[src/rtl/bin2bcd_seq.sv]
// Sequential binary-to-BCD converter (shift-and-add-3, one bit per clock)
// with a leading-zero blanking mask for a seven-segment display driver.
module bin2bcd_seq #(
  parameter int unsigned WIDTH  = 13,
  parameter int unsigned DIGITS = 4
) (
  input  logic                  clk,
  input  logic                  rst,
  input  logic                  start,
  input  logic [WIDTH-1:0]      bin,
  output logic                  busy,
  output logic                  done,
  output logic [4*DIGITS-1:0]   bcd,
  output logic [DIGITS-1:0]     digit_en
);

  localparam int unsigned BW = 4 * DIGITS;
  localparam int unsigned CW = $clog2(WIDTH + 1);

  // Largest decimal value representable in DIGITS digits, plus one.
  function automatic longint unsigned pow10(input int unsigned n);
    longint unsigned p;
    p = 1;
    for (int unsigned i = 0; i < n; i++) p = p * 10;
    return p;
  endfunction

  // Refuse parameter sets whose largest input would overflow the BCD digits.
  if (pow10(DIGITS) <= ((64'd1 << WIDTH) - 64'd1)) begin : g_bad_params
    $error("bin2bcd_seq: DIGITS too small for WIDTH");
  end

  typedef enum logic [1:0] {
    IDLE  = 2'd0,
    SHIFT = 2'd1,
    DONE  = 2'd2
  } state_t;

  state_t            state;
  state_t            state_nxt;
  logic              busy_nxt;
  logic              done_nxt;
  logic [WIDTH-1:0]  sreg;
  logic [BW-1:0]     scratch;
  logic [CW-1:0]     cnt;
  logic              last_shift;
  logic [BW-1:0]     adj;
  logic [BW-1:0]     scratch_nxt;
  logic [WIDTH-1:0]  sreg_nxt;
  logic [DIGITS-1:0] en_nxt;

  assign last_shift = (cnt == CW'(WIDTH - 1));

  // State register; reset wins over everything else.
  always_ff @(posedge clk) begin
    if (rst) state <= IDLE;
    else     state <= state_nxt;
  end

  // Next-state decode; start is only looked at in IDLE.
  always_comb begin
    state_nxt = state;
    case (state)
      IDLE:    if (start) state_nxt = SHIFT;
      SHIFT:   if (last_shift) state_nxt = DONE;
      DONE:    state_nxt = IDLE;
      default: state_nxt = IDLE;
    endcase
  end

  // Status flags follow the state being entered so they line up with it.
  always_comb begin
    busy_nxt = 1'b0;
    done_nxt = 1'b0;
    if (state_nxt == SHIFT) busy_nxt = 1'b1;
    if (state_nxt == DONE)  done_nxt = 1'b1;
  end

  // Registered status outputs.
  always_ff @(posedge clk) begin
    if (rst) begin
      busy <= 1'b0;
      done <= 1'b0;
    end else begin
      busy <= busy_nxt;
      done <= done_nxt;
    end
  end

  // Add-3 correction on every digit >= 5, then shift one binary bit in.
  always_comb begin
    adj = scratch;
    for (int unsigned i = 0; i < DIGITS; i++) begin
      if (scratch[4*i +: 4] >= 4'd5) adj[4*i +: 4] = scratch[4*i +: 4] + 4'd3;
    end
    scratch_nxt = {adj[BW-2:0], sreg[WIDTH-1]};
    sreg_nxt    = {sreg[WIDTH-2:0], 1'b0};
  end

  // Blanking mask: a digit is lit if it or any more significant digit is nonzero.
  always_comb begin
    logic seen;
    seen   = 1'b0;
    en_nxt = '0;
    for (int i = int'(DIGITS) - 1; i >= 1; i--) begin
      seen      = seen | (|scratch_nxt[4*i +: 4]);
      en_nxt[i] = seen;
    end
    en_nxt[0] = 1'b1;
  end

  // Conversion datapath and result registers.
  always_ff @(posedge clk) begin
    if (rst) begin
      sreg     <= '0;
      scratch  <= '0;
      cnt      <= '0;
      bcd      <= '0;
      digit_en <= DIGITS'(1);
    end else begin
      case (state)
        IDLE: begin
          if (start) begin
            sreg    <= bin;
            scratch <= '0;
            cnt     <= '0;
          end
        end
        SHIFT: begin
          sreg    <= sreg_nxt;
          scratch <= scratch_nxt;
          cnt     <= cnt + CW'(1);
          if (last_shift) begin
            bcd      <= scratch_nxt;
            digit_en <= en_nxt;
          end
        end
        default: ;
      endcase
    end
  end

endmodule

[config.mk]
export PLATFORM = sky130hd
export DESIGN_NAME = bin2bcd_seq
export DESIGN_NICKNAME = d
export VERILOG_FILES = /design/src/rtl/bin2bcd_seq.sv
export SDC_FILE = /design/constraint.sdc
export NUM_CORES = 1
export LEC_CHECK = 0
export CAP_MARGIN = 20
export CORE_MARGIN = 2
export CORE_UTILIZATION = 60
export CTS_BUF_LIST = sky130_fd_sc_hd__clkbuf_8
export DETAILED_ROUTE_END_ITERATION = 12
export HOLD_SLACK_MARGIN = 0.1
export PLACE_DENSITY = 0.87
export SLEW_MARGIN = 20
export SYNTH_ARGS = -nofsm -noshare
export SYNTH_HDL_FRONTEND = slang
export SYNTH_SLANG_ARGS = --single-unit
[constraint.sdc]
create_clock -name clk -period 5.35 [get_ports clk]
set_input_delay 1.07 -clock clk [delete_from_list [all_inputs] [get_ports clk]]
set_output_delay 1.07 -clock clk [all_outputs]
set_load 0.03 [all_outputs]
### Word level (Yosys, flattened, before mapping)

Index checks and enable logic that the tools add are counted.

* output and inout port bits: 22
* bits of input ports: 16
* ROM bits: 0
* word-level logic and storage cells: 46
* latch bits: 0
* memories: 0
* bits in writable memories: 0
* flip-flop bits (word level): 56

* multipliers: 0
* bitwise logic cells: 2
* order comparisons: 4
* reductions and logical operators: 7
* add/subtract/negate cells: 5
* divide/modulo/power cells: 0
* multiplexer cells: 15
* shift-type cells: 0
* equal/unequal tests: 5

Operators by type and width (number)
* $pmux W16 S2: 1
* $pmux W13 S2: 1
* $ge A4 B3 Y1 const B: 4
* $mux W16: 1
* $mux W4: 4
* $mux W13: 1
* $add A4 B2 Y4 const B: 3
* $reduce_or A4 Y1: 3
* $pmux W4 S2: 1
* $add A4 B1 Y4 const B: 1
* $eq A2 B1 Y1 const B: 2
* $eq A4 B4 Y1 const B: 1
* $mux W2: 2
* $pmux W2 S2: 1
* $reduce_and A2 Y1: 2
* $add A3 B2 Y3 const B: 1
* $mux W3: 1
* $eq A2 B2 Y1 const B: 1
* $logic_not A2 Y1: 1
* $mux W1: 2
* $ne A2 B2 Y1 const B: 1
* $or A1 B1 Y1: 2
* $reduce_bool A2 Y1: 1

### Longest topological paths before layout

Gate-level depths: netlist of the first run.

* depth in word-level cells: 5
* gate-level depth with buffers: 7
* gate-level depth less buffers: 7

### Worst setup path after synthesis of the first run

No wires, ideal clock.

* path type: in2reg
* start: input start
* end: register scratch[0]
* path slack: 3.197 ns
* required time: 5.222 ns
* data arrival time: 2.025 ns
* buffers on the path: 3
* stages on the path: 7
* setup time: 0.128 ns
* cell sequence: clkbuf_2 nor2_1 or2_2 clkbuf_1 buf_2 a22oi_1 nor2_1

* cells in the longest elaborated chain, start to end: 2

RTL lines
* from (decl): line 9 `input logic start,`
* $ne A2 B2 Y1 (no line)
* $reduce_and A2 Y1 (no line)
* to (signal assigned): line 131 `scratch <= scratch_nxt;`
* to (decl): line 44 `logic [BW-1:0] scratch;`

Every way passes these cells.
A chain may end at the register's enable or synchronous reset.

### Worst setup path after layout of the first run

* start: register state[0]
* end: register bcd[3]

* cells in the longest elaborated chain, start to end: 2

RTL lines
* from (decl): line 39 `state_t state;`
* from (signal assigned): line 57 `else state <= state_nxt;`
* $eq A2 B1 Y1: line 121 `case (state)`
* $reduce_and A2 Y1 (no line)
* to (signal assigned): line 134 `bcd <= scratch_nxt;`
* to (decl): line 13 `output logic [4*DIGITS-1:0] bcd,`

Every way passes these cells.

==> out/results.tsv, run 1 <==
metric	value	unit
die_height	70.1	um
grt_pass1_wl	9140	um
post-route-min-period	2.63	ns
wl_per_cell	13.6	um
core_area	4290	um^2
nNetsFinal	373	
grt_max_degree	57	
reg2reg_depth	4	
antenna_left	0	
endpoint	bcd[3]	
yosys.area_share.simple	0.250	
drive_above_1_share	0.0517	
io_pins	38	
wl	5450	um
p_per_area	240	nW/um^2
ys_ff_latch	56	
synth_top_family_by_area	simple AND/OR/NAND/NOR gates	
grt_antenna_before_repair	0	
slew_headroom	0.335	
n_fill_cell	373	
clk_latency	0.31	ns
htreeDepth	2	
syn_nets	351	
synth_area	2630	um^2
drv_cap	0	
fmax	0.380	GHz
synth_xor_area_frac	0.0133	
finalCritPeriodShare	0.492	
synth-warning-count	0	
multi_input_area	1370	um^2
crit_chain	and2b_1, nand2_1, a211oi_1, nor3_1	
drc_errors	0	
worstMarginPinSlew	0.998	ns
cts-hold-fix-buffers	0	
ys_seq_area_frac	0.427	
crit_type	register to register	
path_max_fanout	22	
maxSlewViolCount	0	
post_cts_buffers	0	
synth_top_area_frac	0.427	
power_leakage	1.11	nW
synth_mux_area_frac	0.0153	
diodes	0	
worstPathArrival	2.80	ns
crit_path_max_incr_delay	0.77	ns
critical_path_buf_inv_count	0	
cts_buffer_depth	2	
tritoncts	done	
drtIter0Drc	177	
viasPerCell	5.68	
synthToLayoutAreaGrowth	16.2	%
rrSetupSlack	2.72	ns
yosys.area_share.adder	0.0477	
p_total	0.731	mW
cp_slowest_cell	dfxtp_1	
finalSetupViolCount	0	
crit_cells	4	
clk_pin_slew	0.10	ns
r2r_end	bcd[3]	
crit_family	simple AND/OR/NAND/NOR gates	
syn_area_per_cell	8.08	um^2
grt_usage	0.227	
synth_cell_type_count	39	
place_congestion	0.754	
crit_path_start	state[0]	
synth-compound-area-share	0.192	
first_global_vias	2048	
cts_root_buffer	clkbuf_8	
seq_area	1120	um^2
overflow	0	
chipWidth	70.1	um
route.vias.total	2271	
reg2reg_from	state[0]	
start_kind	register	
dr.pass1.iters	5	
io_buffers	36	
cts.sinks	56	
rsz0062_at_grt	no	
hp-class	register to register	
final_cell_mix	dfxtp_1, nor2_1, nand2_1, clkdlybuf4s50_1, a21oi_1	
dp_hpwl	3540	um
hold_viol	0	
synth.area.top_cells	dfxtp_1, nor2_1, a21oi_1	
postSynthCellCount	325	
critPathCaptureType	register	
yosys.area.top_type	dfxtp_1	
irDropWorstVdd	0.190	mV
start_util	0.611	
final_common_cell	dfxtp_1	
fp-row-count	24	
skew	0.0103	ns
post_cts_resized	0	
finalSetupTns	0	ns
outcome	finished, final reports clean	
required	5.52	ns
numCtsBuffers	5	
die_area	4920	um^2
[power breakdown]
part	total, mW	switching, mW	internal [mW]
Combinational	0.0631	0.0372	0.0259
Clock	0.231	0.138	0.0930
Sequential	0.436	0.00879	0.428
[stage by stage]
step | utilization | area, um^2 | setup slack, ns | cells | hold WS [ns]
detailed placement | 0.688 | 2950 | 2.31 | 392 | 0.449
finish | 0.710 | 3050 | 2.72 | 400 | 0.464
floorplan | - | 2630 | 3.20 | 325 | 0.432
CTS | 0.709 | 3050 | 2.63 | 400 | 0.466
global placement | 0.688 | 2950 | 2.38 | 392 | 0.442
global route | 0.710 | 3050 | 2.47 | 400 | 0.482
[layout make-up]
type	instances	area share
Clock inverter	3	0.00780
Timing Repair Buffer	37	0.119
Multi-Input combinational cell	236	0.448
Sequential cell	56	0.368
Tap cell	52	0.0213
Inverter	11	0.0135
Clock buffer	5	0.0226
[cells by family after synthesis]
logic type      count (synthesis)
compound gates                 76
xor+xnor                        4
fa+ha+maj                      10
buf+inv                        33
flops                          56
mux                             4
other cells                     1
simple gates                  141
[tightest hold or removal path: stages (launching register included)]
cell and delay [ns]:
dfxtp_1 0.32, nand2_1 0.05, a21oi_1 0.05
[synth_stat cells]
cell and instances:
a2111oi_0 1, a2111oi_4 1, a211oi_1 8, a21o_1 3, a21oi_1 32, a21oi_2 1, a22oi_1 11, a2bb2oi_1 1
a311oi_1 7, a31oi_1 1, and2b_1 1, and3_1 1, buf_2 8, buf_4 1, clkbuf_1 11, clkbuf_2 2
conb_1 1, dfxtp_1 56, ha_1 10, inv_1 11, mux2i_1 4, nand2_1 37, nand2b_1 5, nand2b_4 1
nand3_1 6, nand3_2 1, nand3b_1 1, nor2_1 56, nor2b_1 7, nor3_1 15, nor3b_1 7, nor4b_2 1
o2111ai_1 1, o211ai_1 1, o21ai_0 7, o21ai_1 1, or2_2 1, or3b_2 1, xnor2_1 4
[flip-flops by register name (all words and copies together), names as in the netlist]
name,count
state,2
cnt,4
done,1
digit_en,3
sreg,13
bcd,16
scratch,16
busy,1
[how the worst min path moves through the flow]
stage | cells after the start | from | slack [ns] | endpoint
6_report | 2 | bcd[10] | 0.46 | bcd[10]
5_1_grt | 2 | bcd[10] | 0.48 | bcd[10]
4_1_cts | 2 | bcd[0] | 0.47 | bcd[0]
3_5_place_dp | 2 | bcd[0] | 0.45 | bcd[0]
3_3_place_gp | 2 | sreg[0] | 0.44 | sreg[0]
2_1_floorplan | 2 | sreg[0] | 0.43 | sreg[0]
[routing by layer]
layer | share of wire | global-route usage
met1 | 0.47 | 0.297
met2 | 0.47 | 0.393
met3 | 0.054 | 0.0462
met4 | 0.0072 | 0.0449
met5 | 0 | 0
No activity file was read; power rests on OpenSTA's default activity.
==> inputs of run 2 (changes only) <==
Settings changed: CORE_UTILIZATION 60 to 51, PLACE_DENSITY 0.87 to 0.79.
Clock period 5.35 ns to 2.17 ns, I/O delays scaled along.
==> run 2 against run 1 <==
Non-clock buffer count is 10 higher. Cell area is 4.1% higher. Register-to-register slack worse by 2.6 ns. Worst setup slack worse by 2.6 ns. Sequential cell count stayed put. Hold slack worse by 0.0044 ns. Wire length is 4.1% higher. Sequential share of layout area is 1.5 points lower. Sequential power is 150% higher. Clock skew is 0.0016 ns lower. First-iteration DRC count is 32% lower.
==> out/results.tsv, run 2 (synthesis gave the netlist of run 1 again) <==
metric	value	unit
wl	5670	um
post_cts_buffers	0	
finalSetupTns	0	ns
combPwrFrac	0.089	
pre_cts_slack	0.145	ns
irDropWorstVdd	0.373	mV
grt_max_degree	31	
slew_headroom	0.660	
die_area	5740	um^2
cts.sinks	56	
grt_pass1_wl	8900	um
cts_root_buffer	clkbuf_8	
reg2reg_depth	6	
path_max_fanout	5	
post_cts_resized	0	
core_area	5040	um^2
grt_usage	0.207	
place_congestion	0.798	
rsz0062_at_grt	no	
fin_ws	0.151	ns
hp-class	register to register	
drtIter0Drc	120	
crit_type	register to register	
swShare	0.237	
critPathCaptureType	register	
crit_chain	inv_1, ha_1, a2111oi_4, nand3b_1, nor4b_2, a311oi_1	
reg2reg_from	scratch[12]	
worstPathArrival	2.20	ns
tritoncts	done	
first_global_vias	2011	
dp_hpwl	3860	um
clkPwrFrac	0.355	
power_leakage	1.17	nW
nNetsFinal	383	
diodes	0	
grt_antenna_before_repair	0	
finalCritPeriodShare	0.931	
whs_path_depth	2	
final_core_util	0.630	
die_height	75.7	um
chipWidth	75.7	um
cp_slowest_cell	a2111oi_4	
fp-row-count	26	
crit_family	compound AO/OA/AOI/OAI gates	
overflow	0	
crit_path_max_incr_delay	0.46	ns
required	2.35	ns
clk_pin_slew	0.10	ns
final_cells	428	
r2r_end	digit_en[1]	
power_switching	0.456	mW
route.vias.total	2307	
post-route-min-period	2.02	ns
maxSlewViolCount	0	
start_util	0.521	
critical_path_buf_inv_count	1	
p_int	1.47	mW
final_cell_mix	nor2_1, dfxtp_1, nand2_1, clkdlybuf4s50_1, a21oi_1	
fmax	0.495	GHz
viasPerCell	5.39	
pwr-share-seq	0.557	
io_pins	38	
antenna_left	0	
hold_viol	0	
rrSetupSlack	0.15	ns
drive_above_1_share	0.0754	
hp-start	bcd[2]	
reg.largest.list	bcd: 16 flops, scratch: 16 flops, sreg: 13 flops	
worstMarginPinSlew	0.510	ns
skew	0.00867	ns
outcome	finished, final reports clean	
placed_cells	420	
drc_errors	0	
dr.pass1.iters	4	
hold_end	bcd[2]	
clk_latency	0.32	ns
wl_per_cell	13.3	um
cts-hold-fix-buffers	0	
drv_cap	0	
cts_buffer_depth	2	
synthToLayoutAreaGrowth	21.0	%
numCtsBuffers	5	
p_per_area	607	nW/um^2
finalSetupViolCount	0	
start_kind	register	
htreeDepth	2	
io_buffers	36	
-- run 2: cell count changes in the layout (fill, tap and decap cells not counted), sizes merged --
cell,previous run,this run
buf,2,12
bufinv,0,1
clkinvlp,2,1
-- run 2: worst max path at each step --
stage | startpoint | cells past startpoint | slack [ns] | end
final | scratch[12] | 6 | 0.15 | digit_en[1]
after global routing | scratch[12] | 6 | 0.01 | digit_en[1]
after CTS | scratch[12] | 6 | 0.14 | digit_en[1]
after detailed placement | scratch[12] | 6 | 0.14 | digit_en[1]
after global placement | scratch[12] | 6 | 0.27 | digit_en[1]
after floorplan | scratch[12] | 6 | 0.42 | digit_en[1]
-- run 2: layer usage --
layer / vias to the layer above / part of all wire / track usage / wire length, um
met2: 46 / 0.47 / 0.352 / 2660
met1: 1069 / 0.46 / 0.244 / 2620
li1: 1179 / - / - / -
met5: - / 0 / 0 / 0
met4: 0 / 0.026 / 0.105 / 150
met3: 13 / 0.042 / 0.0476 / 241
-- run 2: worst reg2reg max path, delay by kind of cell (launching register included) --
kind | cells | cell delay, ns
compound gates | 2 | 0.62
simple gates | 2 | 0.50
flops | 1 | 0.42
fa+ha+maj | 1 | 0.27
buf+inv | 1 | 0.08
-- run 2: cell type report --
cell class / count / area (um^2)
clock inverters: 3 / 42.5
flip-flops and latches: 56 / 1120
clock buffers: 5 / 68.8
well taps: 70 / 87.6
repair buffers: 47 / 450
multi-input cells: 236 / 1360
fillers: 456 / 1870
inverters: 11 / 41.3
-- run 2: through the flow --
step	hold slack [ns]	cell area (um^2)	power, mW
3_5_place_dp	0.448	3060	1.27
4_1_cts	0.462	3180	1.95
2_1_floorplan	0.432	2630	1.21
6_report	0.460	3180	1.93
5_1_grt	0.483	3180	2.00
3_3_place_gp	0.443	3060	1.26
-- run 2: power by group through the flow --
stage          registers [mW]  clock network, mW  logic, mW
5_1_grt                  1.08              0.738      0.190
4_1_cts                  1.07              0.706      0.172
2_1_floorplan            1.09                  0      0.113
3_5_place_dp             1.10                  0      0.170
6_report                 1.07              0.683      0.171
3_3_place_gp             1.10                  0      0.169
==> inputs of run 3 (changes only) <==
Settings changed: REMOVE_ABC_BUFFERS set to 1.
==> run 3 against run 2 <==
Sequential share of layout area rose by 0.57 points. Hold slack got worse by 0.0018 ns. Sequential cell count did not move. Critical endpoint unchanged. Largest power group unchanged.
==> out/results.tsv, run 3 (synthesis gave the netlist of run 1 again) <==
metric	value	unit
skew	0.00400	ns
finalSetupViolCount	0	
rrSetupSlack	0.24	ns
final_cell_mix	dfxtp_1, nor2_1, nand2_1, clkdlybuf4s50_1, a21oi_1	
grt_usage	0.214	
die_area	5740	um^2
drtIter0Drc	118	
post-route-min-period	1.93	ns
io_pins	38	
chipWidth	75.7	um
crit_type	register to register	
r2r_end	digit_en[1]	
viasPerCell	5.40	
irDropWorstVdd	0.361	mV
clkPwrFrac	0.305	
slew_headroom	0.622	
whs_path_depth	2	
clk_latency	0.31	ns
pwr-share-seq	0.599	
p_per_area	572	nW/um^2
grt_pass1_wl	9430	um
critPathCaptureType	register	
crit_path_max_incr_delay	0.43	ns
synthToLayoutAreaGrowth	19.1	%
cts.sinks	56	
hp-start	bcd[2]	
power_switching	0.444	mW
post_cts_buffers	0	
finalCritPeriodShare	0.887	
combPwrFrac	0.096	
crit_chain	inv_1, ha_1, a2111oi_4, nand3b_1, nor4b_2, a311oi_1	
start_util	0.521	
tritoncts	done	
nNetsFinal	382	
io_buffers	36	
reg.largest.list	bcd: 16 flops, scratch: 16 flops, sreg: 13 flops	
outcome	finished, final reports clean	
htreeDepth	2	
design_area	3130	um^2
cts_root_buffer	clkbuf_8	
overflow	0	
antenna_left	0	
maxSlewViolCount	0	
swShare	0.248	
first_global_vias	2174	
drc_errors	0	
cts_buffer_depth	2	
grt_max_degree	57	
final_common_cell	dfxtp_1	
hp-class	register to register	
fmax	0.519	GHz
reg2reg_depth	6	
drv_cap	0	
grt_antenna_before_repair	0	
start_kind	register	
reg2reg_from	scratch[12]	
place_congestion	0.789	
die_height	75.7	um
rsz0062_at_grt	no	
hold_end	bcd[2]	
finalSetupTns	0	ns
dp_hpwl	3740	um
route.vias.total	2301	
clk_pin_slew	0.09	ns
core_area	5040	um^2
p_int	1.34	mW
hold_slack	0.458	ns
diodes	0	
cp_slowest_cell	a2111oi_4	
critical_path_buf_inv_count	1	
placed_area	3040	um^2
wl_per_cell	12.9	um
worstMarginPinSlew	0.568	ns
drive_above_1_share	0.0702	
fin_ws	0.245	ns
numCtsBuffers	5	
path_max_fanout	5	
n_fill_cell	468	
fp-row-count	26	
hold_viol	0	
wl	5510	um
pre_cts_slack	0.155	ns
dr.pass1.iters	4	
required	2.35	ns
power_leakage	1.15	nW
crit_family	compound AO/OA/AOI/OAI gates	
worstPathArrival	2.10	ns
[run 3: cell types whose count changed in the layout (fill, tap and decap cells not counted)]
cell / change
clkinvlp_4: -1
nor2_2: +1
buf_12: -1
a2111oi_1: +1
inv_1: +1
nor2_1: -1
bufinv_16: -1
a2111oi_0: -1
[run 3: worst reg2reg max path, stage by stage (launching register included)]
cell       delay (ns)
dfxtp_1          0.41
inv_1            0.08
ha_1             0.28
a2111oi_4        0.43
nand3b_1         0.14
nor4b_2          0.33
a311oi_1         0.13
[run 3: worst max-delay path by stage]
stage | start | to | slack, ns | depth (start not counted)
final | scratch[12] | digit_en[1] | 0.24 | 6
after global routing | scratch[12] | digit_en[1] | 0.03 | 7
after CTS | cnt[0] | digit_en[1] | 0.14 | 7
after detailed placement | cnt[0] | digit_en[1] | 0.16 | 7
after global placement | scratch[12] | digit_en[1] | 0.25 | 6
after floorplan | state[0] | bcd[3] | 0.26 | 4
[run 3: power groups by stage]
stage                     clock network [mW]  logic [mW]  registers, mW
after CTS                              0.553       0.172           1.07
after detailed placement                   0       0.172           1.09
final                                  0.546       0.172           1.07
after global routing                   0.594       0.194           1.07
after floorplan                            0      0.0852           1.10
after global placement                     0       0.168           1.09
[run 3: per-stage QoR]
stage                     cells  utilization  total power [mW]
after CTS                   426        0.619              1.80
after global placement      419        0.604              1.26
final                       426        0.620              1.79
after floorplan             303            -              1.18
after global routing        426        0.620              1.86
after detailed placement    419        0.604              1.27
[run 3: routing by layer]
layer  track usage  up-vias  part of all wire
met5             0        -                 0
met4        0.0916        0             0.024
met3        0.0503       12             0.037
met2         0.367       48              0.49
met1         0.254     1068              0.45
li1              -     1173                 -
[run 3: what timing repair did]
action	CTS	global route
setup endpoints to repair	0	4
hold buffers	0	0
hold endpoints to repair	0	0
resized for setup	0	2
[run 3: final cells by class]
class	instances	area, um^2	share of cell area
flip-flops and latches	56	1120	0.359
clock inverters	2	8.76	0.00280
inverters	11	41.3	0.0132
repair buffers	46	430	0.138
well taps	70	87.6	0.0280
clock buffers	5	68.8	0.0220
multi-input cells	236	1370	0.438
